$ cat src/rtl/shift_arbiter_if.sv
// Request/response/shifter bundle between the two shift requesters, the
// shared barrel shifter and shift_arbiter. The slave modport is the arbiter.
interface shift_arbiter_if #(
  parameter int CNT_W = 16
);
  logic              i_req0_valid;
  logic              o_req0_ready;
  logic [31:0]       i_req0_data;
  logic [4:0]        i_req0_amt;
  logic [1:0]        i_req0_op;
  logic              i_req1_valid;
  logic              o_req1_ready;
  logic [31:0]       i_req1_data;
  logic [4:0]        i_req1_amt;
  logic [1:0]        i_req1_op;
  logic              o_rsp0_valid;
  logic              i_rsp0_ready;
  logic              o_rsp1_valid;
  logic              i_rsp1_ready;
  logic [31:0]       o_rsp_data;
  logic [31:0]       o_sh_in;
  logic [4:0]        o_sh_amt;
  logic              o_sh_dir;
  logic              o_sh_arith;
  logic [31:0]       i_sh_out;
  logic [CNT_W-1:0]  o_conflicts;

  modport slave (
    input  i_req0_valid, i_req0_data, i_req0_amt, i_req0_op,
    input  i_req1_valid, i_req1_data, i_req1_amt, i_req1_op,
    input  i_rsp0_ready, i_rsp1_ready, i_sh_out,
    output o_req0_ready, o_req1_ready, o_rsp0_valid, o_rsp1_valid,
    output o_rsp_data, o_sh_in, o_sh_amt, o_sh_dir, o_sh_arith, o_conflicts
  );

  modport master (
    output i_req0_valid, i_req0_data, i_req0_amt, i_req0_op,
    output i_req1_valid, i_req1_data, i_req1_amt, i_req1_op,
    output i_rsp0_ready, i_rsp1_ready, i_sh_out,
    input  o_req0_ready, o_req1_ready, o_rsp0_valid, o_rsp1_valid,
    input  o_rsp_data, o_sh_in, o_sh_amt, o_sh_dir, o_sh_arith, o_conflicts
  );
endinterface

$ cat src/rtl/shift_arbiter.sv
// Round-robin arbiter sharing one combinational barrel shifter between the
// ALU shift path (port 0) and the load/store alignment path (port 1).
module shift_arbiter #(
  parameter int CNT_W      = 16,
  parameter bit PRIO_RESET = 1'b0
) (
  input  logic            i_clk,
  input  logic            i_rst_n,
  shift_arbiter_if.slave  bus
);

  typedef enum logic [1:0] {EMPTY, FULL0, FULL1} slot_e;

  slot_e            state;
  logic             ptr;        // 1: port 1 wins a tie
  logic [31:0]      rsp_q;
  logic [CNT_W-1:0] cnt_q;

  logic       slot_free, both, gnt0, gnt1;
  logic [1:0] sel_op;

  always_comb begin
    slot_free = (state == EMPTY)
              | ((state == FULL0) & bus.i_rsp0_ready)
              | ((state == FULL1) & bus.i_rsp1_ready);
    both = bus.i_req0_valid & bus.i_req1_valid;
    gnt0 = i_rst_n & slot_free & bus.i_req0_valid & (~bus.i_req1_valid | ~ptr);
    gnt1 = i_rst_n & slot_free & bus.i_req1_valid & (~bus.i_req0_valid | ptr);
  end

  assign bus.o_req0_ready = gnt0;
  assign bus.o_req1_ready = gnt1;

  // Idle cycles present port 0's fields so the shifter inputs do not toggle.
  always_comb begin
    bus.o_sh_in    = '0;
    bus.o_sh_amt   = '0;
    bus.o_sh_dir   = 1'b0;
    bus.o_sh_arith = 1'b0;
    sel_op         = gnt1 ? bus.i_req1_op : bus.i_req0_op;
    if (i_rst_n) begin
      bus.o_sh_in    = gnt1 ? bus.i_req1_data : bus.i_req0_data;
      bus.o_sh_amt   = gnt1 ? bus.i_req1_amt  : bus.i_req0_amt;
      bus.o_sh_dir   = (sel_op != 2'b01) && (sel_op != 2'b10);
      bus.o_sh_arith = (sel_op == 2'b10);
    end
  end

  always_ff @(posedge i_clk or negedge i_rst_n) begin
    if (!i_rst_n) begin
      state <= EMPTY;
      ptr   <= PRIO_RESET;
      rsp_q <= '0;
      cnt_q <= '0;
    end else if (gnt0 | gnt1) begin
      state <= gnt1 ? FULL1 : FULL0;
      rsp_q <= bus.i_sh_out;
      ptr   <= gnt0;
      if (both && (cnt_q != {CNT_W{1'b1}}))
        cnt_q <= cnt_q + CNT_W'(1);
    end else if (slot_free) begin
      state <= EMPTY;
    end
  end

  assign bus.o_rsp0_valid = (state == FULL0);
  assign bus.o_rsp1_valid = (state == FULL1);
  assign bus.o_rsp_data   = rsp_q;
  assign bus.o_conflicts  = cnt_q;

endmodule

$ cat src/flat_wrapper.sv
// flat-port wrapper written by rule: the top's interface ports become plain ports
module shift_arbiter_flat 
#(
  parameter int CNT_W      = 16,
  parameter bit PRIO_RESET = 1'b0
)
  (i_clk, i_rst_n, bus_i_req0_valid, bus_i_req0_data, bus_i_req0_amt, bus_i_req0_op, bus_i_req1_valid, bus_i_req1_data, bus_i_req1_amt, bus_i_req1_op, bus_i_rsp0_ready, bus_i_rsp1_ready, bus_i_sh_out, bus_o_req0_ready, bus_o_req1_ready, bus_o_rsp0_valid, bus_o_rsp1_valid, bus_o_rsp_data, bus_o_sh_in, bus_o_sh_amt, bus_o_sh_dir, bus_o_sh_arith, bus_o_conflicts);
  shift_arbiter_if #(.CNT_W(CNT_W)) bus_i ();
  input  logic i_clk;
  input  logic i_rst_n;
  input wire logic [$bits(bus_i.i_req0_valid)-1:0] bus_i_req0_valid;
  input wire logic [$bits(bus_i.i_req0_data)-1:0] bus_i_req0_data;
  input wire logic [$bits(bus_i.i_req0_amt)-1:0] bus_i_req0_amt;
  input wire logic [$bits(bus_i.i_req0_op)-1:0] bus_i_req0_op;
  input wire logic [$bits(bus_i.i_req1_valid)-1:0] bus_i_req1_valid;
  input wire logic [$bits(bus_i.i_req1_data)-1:0] bus_i_req1_data;
  input wire logic [$bits(bus_i.i_req1_amt)-1:0] bus_i_req1_amt;
  input wire logic [$bits(bus_i.i_req1_op)-1:0] bus_i_req1_op;
  input wire logic [$bits(bus_i.i_rsp0_ready)-1:0] bus_i_rsp0_ready;
  input wire logic [$bits(bus_i.i_rsp1_ready)-1:0] bus_i_rsp1_ready;
  input wire logic [$bits(bus_i.i_sh_out)-1:0] bus_i_sh_out;
  output wire logic [$bits(bus_i.o_req0_ready)-1:0] bus_o_req0_ready;
  output wire logic [$bits(bus_i.o_req1_ready)-1:0] bus_o_req1_ready;
  output wire logic [$bits(bus_i.o_rsp0_valid)-1:0] bus_o_rsp0_valid;
  output wire logic [$bits(bus_i.o_rsp1_valid)-1:0] bus_o_rsp1_valid;
  output wire logic [$bits(bus_i.o_rsp_data)-1:0] bus_o_rsp_data;
  output wire logic [$bits(bus_i.o_sh_in)-1:0] bus_o_sh_in;
  output wire logic [$bits(bus_i.o_sh_amt)-1:0] bus_o_sh_amt;
  output wire logic [$bits(bus_i.o_sh_dir)-1:0] bus_o_sh_dir;
  output wire logic [$bits(bus_i.o_sh_arith)-1:0] bus_o_sh_arith;
  output wire logic [$bits(bus_i.o_conflicts)-1:0] bus_o_conflicts;
  assign bus_i.i_req0_valid = bus_i_req0_valid;
  assign bus_i.i_req0_data = bus_i_req0_data;
  assign bus_i.i_req0_amt = bus_i_req0_amt;
  assign bus_i.i_req0_op = bus_i_req0_op;
  assign bus_i.i_req1_valid = bus_i_req1_valid;
  assign bus_i.i_req1_data = bus_i_req1_data;
  assign bus_i.i_req1_amt = bus_i_req1_amt;
  assign bus_i.i_req1_op = bus_i_req1_op;
  assign bus_i.i_rsp0_ready = bus_i_rsp0_ready;
  assign bus_i.i_rsp1_ready = bus_i_rsp1_ready;
  assign bus_i.i_sh_out = bus_i_sh_out;
  assign bus_o_req0_ready = bus_i.o_req0_ready;
  assign bus_o_req1_ready = bus_i.o_req1_ready;
  assign bus_o_rsp0_valid = bus_i.o_rsp0_valid;
  assign bus_o_rsp1_valid = bus_i.o_rsp1_valid;
  assign bus_o_rsp_data = bus_i.o_rsp_data;
  assign bus_o_sh_in = bus_i.o_sh_in;
  assign bus_o_sh_amt = bus_i.o_sh_amt;
  assign bus_o_sh_dir = bus_i.o_sh_dir;
  assign bus_o_sh_arith = bus_i.o_sh_arith;
  assign bus_o_conflicts = bus_i.o_conflicts;
  shift_arbiter #(.CNT_W(CNT_W), .PRIO_RESET(PRIO_RESET)) u_core (.i_clk(i_clk), .i_rst_n(i_rst_n), .bus(bus_i));
endmodule
$ cat config.mk
export PLATFORM = sky130hd
export DESIGN_NAME = shift_arbiter_flat
export DESIGN_NICKNAME = d
export VERILOG_FILES = /design/src/rtl/shift_arbiter_if.sv /design/src/rtl/shift_arbiter.sv /design/src/flat_wrapper.sv
export SDC_FILE = /design/constraint.sdc
export NUM_CORES = 1
export LEC_CHECK = 0
export ABC_AREA = 0
export ABC_CLOCK_PERIOD_IN_PS = 3950
export BUFFER_PORTS_ARGS = -buffer_cell sky130_fd_sc_hd__clkbuf_2
export CORE_ASPECT_RATIO = 1.2
export CORE_MARGIN = 4
export CORE_UTILIZATION = 45
export CTS_CLUSTER_DIAMETER = 50
export CTS_CLUSTER_SIZE = 28
export DETAILED_ROUTE_END_ITERATION = 16
export PLACE_DENSITY = 0.89
export REMOVE_ABC_BUFFERS = 1
export SYNTH_ARGS = -nofsm -noshare
export SYNTH_HDL_FRONTEND = slang
export SYNTH_SLANG_ARGS = --single-unit
$ cat constraint.sdc
create_clock -name i_clk -period 3.95 [get_ports i_clk]
set_input_delay 0.1975 -clock i_clk [delete_from_list [all_inputs] [get_ports i_clk]]
set_output_delay 0.1975 -clock i_clk [all_outputs]
set_load 0.02 [all_outputs]
## Word level (Yosys, flattened, before mapping)

Cells that the tools add are included.

- Add/subtract/negate cells: 1
- Multipliers: 0
- Divide/modulo/power cells: 0
- Order comparisons: 0
- Eq/ne operators: 6
- Shift-type cells: 0
- Muxes and demuxes: 10
- Bitwise operators: 16
- Reduce and logical (&&, ||, !) cells: 5

Operators with widths:

| operator | count |
|---|---|
| $mux W32 | 2 |
| $add A16 B1 Y16 const B | 1 |
| $ne A16 B16 Y1 const B | 1 |
| $mux W5 | 2 |
| $and A1 B1 Y1 | 8 |
| $mux W2 | 4 |
| $or A1 B1 Y1 | 5 |
| $eq A2 B2 Y1 const B | 2 |
| $not A1 Y1 | 3 |
| $eq A2 B1 Y1 const B | 1 |
| $logic_and A1 B1 Y1 | 2 |
| $logic_not A2 Y1 | 1 |
| $mux W1 | 2 |
| $ne A2 B1 Y1 const B | 1 |
| $ne A2 B2 Y1 const B | 1 |
| $reduce_and A2 Y1 | 1 |
| $reduce_bool A2 Y1 | 1 |

- Flip-flop bits (word level): 51
- Latch bits: 0
- Memory bits (writable): 0
- Memory bits (read-only): 0
- Bits of input ports: 116
- Output and inout port bits: 91
- Logic and storage cells: 42
- Memories kept: 0

## Logic depth before layout (Yosys ltp)

- Depth in word-level cells: 11
- Depth in mapped cells: 8
- Mapped depth without buffers: 7

## Worst setup path after synthesis

No wires, ideal clock.

- Path kind: reg2out
- From: reg u_core.state[0]
- To: out bus_o_sh_dir
- Arrival time: 1961 ps
- Data required time: 3753 ps
- Setup slack: 1792 ps
- Cell stages (with the launch flop): 9
- Path buffers: 1
- Path through: dfrtp_1 > nand2b_1 > o22ai_4 > nand2_1 > a21oi_2 > buf_4 > mux2i_1 > ha_1 > and2_1

- Longest elaborated chain between the ends: 11
- Elaborated cells between the ends (all ways): 15
- Classes of those cells: eq/ne (4); mux (2); bitwise (7); reduce/logical (2)

Ends and longest elaborated chain:

| element | RTL line | text |
|---|---|---|
| start, declared | shift_arbiter.sv:14 | `slot_e state;` |
| start signal, assigned | shift_arbiter.sv:56 | `state <= gnt1 ? FULL1 : FULL0;` |
| $eq A2 B1 Y1 | shift_arbiter.sv:24 | `\| ((state == FULL0) & bus.i_rsp0_ready)` |
| $and A1 B1 Y1 | shift_arbiter.sv:24 |  |
| $or A1 B1 Y1 | shift_arbiter.sv:24 |  |
| $or A1 B1 Y1 * | shift_arbiter.sv:25 | `\| ((state == FULL1) & bus.i_rsp1_ready);` |
| $and A1 B1 Y1 * (3 in series) | shift_arbiter.sv:28 | `gnt1 = i_rst_n & slot_free & bus.i_req1_valid & (~bus.i_req0_valid \| ptr);` |
| $mux W2 * | shift_arbiter.sv:40 | `sel_op = gnt1 ? bus.i_req1_op : bus.i_req0_op;` |
| $ne A2 B1 Y1 or $ne A2 B2 Y1 (tied branches) | shift_arbiter.sv:44 | `bus.o_sh_dir = (sel_op != 2'b01) && (sel_op != 2'b10);` |
| $logic_and A1 B1 Y1 * | shift_arbiter.sv:44 |  |
| $mux W1 * | shift_arbiter.sv:41 | `if (i_rst_n) begin` |
| end, declared | flat_wrapper.sv:29 | `output wire logic [$bits(bus_i.o_sh_dir)-1:0] bus_o_sh_dir;` |

Mark *: on every way between the ends. The rest lies on a longest branch, timed or not.

## Worst setup path after layout

- From: in i_rst_n
- To: out bus_o_sh_in[3]

- Longest elaborated chain between the ends: 5

Ends and longest elaborated chain:

| element | RTL line | text |
|---|---|---|
| start, declared | flat_wrapper.sv:10 | `input logic i_rst_n;` |
| $and A1 B1 Y1 (3 in series) | shift_arbiter.sv:28 |  |
| $mux W32 | shift_arbiter.sv:42 | `bus.o_sh_in = gnt1 ? bus.i_req1_data : bus.i_req0_data;` |
| $mux W32 * | shift_arbiter.sv:41 |  |
| end, declared | flat_wrapper.sv:27 | `output wire logic [$bits(bus_i.o_sh_in)-1:0] bus_o_sh_in;` |

Marked as above.

==> run summary <==
outcome: complete, no violations
synth unique cells: 33
initial DRC count: 83
Max-slew headroom: 52.2%
max_cap viols: 0
largest net degree at the start of global routing: 61
fin crit share: 79.6%
Fin. Hold Viols: 0
Leak: 2.32 nW
count of input and output buffers: 206
crit path max fanout: 39
share of the synthesized area in the top cell type: 44.0%
Top FF cell, synth: dfrtp_1
count of pins over their slew limit: 0
register bit total from synthesis: 51
CP delay by family, top: buffers and inverters
All-Layer GR Usage: 21.7%
cell count along the critical path: 9
I/O pin count: 207
CTS tree: done
post-synthesis cell area: 2900 um2
hold crit path type: primary input to flop
P&R area growth vs syn: 40.9%
clk slew on worst S/H paths: 0.09 ns
ys async rst share: 100%
met1 usage: 22.5%
crit path kind: primary input to output pin
met3 global-route usage: 8.52%
initial core utilization: 47.0%
Critical Path RT: 3.75 ns
CP cell instances: dlygate4sd3_1 > buf_4 > nand2b_1 > o22ai_4 > nand2_1 > a21oi_4 > buf_4 > mux2i_1 > clkbuf_2
vias after detailed routing: 2720
top post-synthesis cells by area: dfrtp_1 44%, mux2i_1 13%, mux2_2 13%, nand2_1 6.0%, inv_1 5.0%
Setup TNS: 0 ns
vias in the first global route: 2773
drt wl/cell: 15.1 um
GP Congestion: 0.796
clock latency on the worst-skew pair: 0.30 ns
Mapped Cells: 280
yosys synthesis warning count: 0
H-tree levels: 2
crit start category: primary input
CP bufs+invs: 4
number of synthesized flops with an enable pin: 0
DRC viols: 0
worst hold margin: 0.121 ns
Layout Skew: 0.00737 ns
Peak VDD IR: 0.515 mV
synth cell count leaders: 51 x dfrtp_1, 46 x nand2_1, 39 x inv_1
CTS Sinks: 51
FMAX: 318 MHz
Setup violations, final: 0
CTS Buffer Depth: 2
Post-DRT Antenna Nets: 0
Top Usage Layer GRT: met2
Crit path arrival time: 2.95 ns
CTS Root Buffer Type: clkbuf_8
WL final: 8580 um
met2 Use GR: 40.1%
worst-margin pin slew: 0.716 ns
Power Dens Cells: 575 nW/um2
most common cell in the synthesized netlist: dfrtp_1
core area: 6170 um2
proportion of layout cells with a drive suffix above 1: 53.9%
TritonCTS Buffers: 5
R2R cell count: 5
hpwl dp: 7070 um
grt ovf: 0
first-pass GRT wire length: 13000 um
CP peak stage delay: 0.55 ns
first drt pass iteration count: 4
Fillers: 495
Net count, final: 603
Cell Rows: 31
overall power: 2.35 mW
post-synthesis sequential area ratio: 44.0%
die area: 7800 um2
Final min period: 3.14 ns
Avg Inst Size Synth: 10.4 um2
DIE HEIGHT: 96.0 um
Top cell by count, worst path: buf_4
dpl ws: 1.42 ns
post-route setup slack: 0.807 ns
crit end category: output pin
Worst Hold Depth: 2
routed via count divided by cell count: 4.78
initial antenna violation count: 1
unrepaired setup endpoints after global routing: false
Yosys top cell by area: dfrtp_1
die width: 81.3 um
CP max-delay cell: dlygate4sd3_1
==> final cells by class <==
cell class | instances | area (um2) | area share, %
antenna | 1 | 2.50 | 0.0612
sequential | 51 | 1280 | 31.2
clock buffer | 5 | 68.8 | 1.68
tap | 82 | 103 | 2.51
clock inverter | 3 | 18.8 | 0.459
multi-input combinational | 177 | 1400 | 34.3
inverter | 40 | 150 | 3.67
timing repair buffer | 210 | 1070 | 26.1
==> registers in the layout (all words and copies together), names as in the netlist <==
signal                  count
u_core.state                2
u_core.ptr                  1
u_core.bus.o_rsp_data      32
u_core.bus.o_conflicts     16
==> per-stage QoR <==
stage	utilization, %	instance area (um2)	std cells
floorplan	-	2820	268
global placement	64.7	3990	559
detailed placement	64.7	3990	559
CTS	66.3	4090	568
global route	66.3	4090	569
finish	66.3	4090	569
==> kinds of logic (layout without fill, tap and decap cells) <==
kind of cell,after synthesis,in the layout,share of synthesized area [%]
simple gates,80,80,13.2
mux,72,72,26.4
buf+inv,52,258,7.89
flops,51,51,44.0
xor+xnor,15,15,4.53
compound gates,8,8,3.10
fa+ha+maj,2,2,0.862
other cells,0,1,0
==> routing by layer <==
metal | vias to the layer above | part of all wire, %
li1 | 1316 | -
met1 | 1258 | 36
met2 | 134 | 52
met3 | 12 | 11
met4 | 0 | 1.0
met5 | - | 0
==> worst register-to-register path: stages, from the launching register on <==
cell,delay (ns)
dfrtp_1,0.41
ha_1,0.23
nand3_2,0.12
or3_4,0.40
o2111ai_4,0.44
mux2_4,0.34
==> timing repair <==
action	4_1_cts	5_1_grt
buffers inserted	0	0
hold endpoints to repair	3	0
resized for setup	0	0
endpoints found under the setup margin	0	0
hold buffers	1	0
==> placed cells by master (no fill, tap or decap), types with 2 or more instances in the layout <==
cell type | Yosys | layout
clkbuf_2 | 0 | 205
dfrtp_1 | 51 | 51
nand2_1 | 46 | 46
inv_1 | 39 | 39
mux2i_1 | 38 | 38
mux2_2 | 33 | 33
xor2_1 | 13 | 13
nor2_1 | 6 | 6
clkbuf_8 | 0 | 5
nor4_1 | 4 | 4
nand3_1 | 4 | 4
buf_4 | 7 | 4
nand2b_1 | 3 | 3
nor2b_1 | 3 | 3
nand4_1 | 3 | 3
nor3_2 | 3 | 3
and2_1 | 2 | 2
a21o_1 | 2 | 2
nor3_1 | 2 | 2
xnor2_1 | 2 | 2
ha_1 | 2 | 2
clkinv_2 | 0 | 2
==> final timing paths <==
| path | startpoint | end | slack, ns |
|---|---|---|---|
| min in group asynchronous | i_rst_n | u_core.ptr | 0.37 |
| max in group asynchronous | i_rst_n | u_core.bus.o_conflicts[1] | 2.56 |
| worst max-delay path | i_rst_n | bus_o_sh_in[3] | 0.81 |
| worst min-delay path | bus_i_sh_out[13] | u_core.bus.o_rsp_data[13] | 0.12 |
| worst max register to register | u_core.bus.o_conflicts[0] | u_core.bus.o_conflicts[1] | 1.90 |
| worst min register to register | u_core.bus.o_conflicts[14] | u_core.bus.o_conflicts[14] | 0.51 |
==> power by group <==
group          switching, mW  leakage [nW]  internal [mW]
clock network          0.172        0.0483          0.125
logic                  0.704          1.65          0.496
registers              0.128         0.626          0.725
No activity file was read; power rests on OpenSTA's default activity.
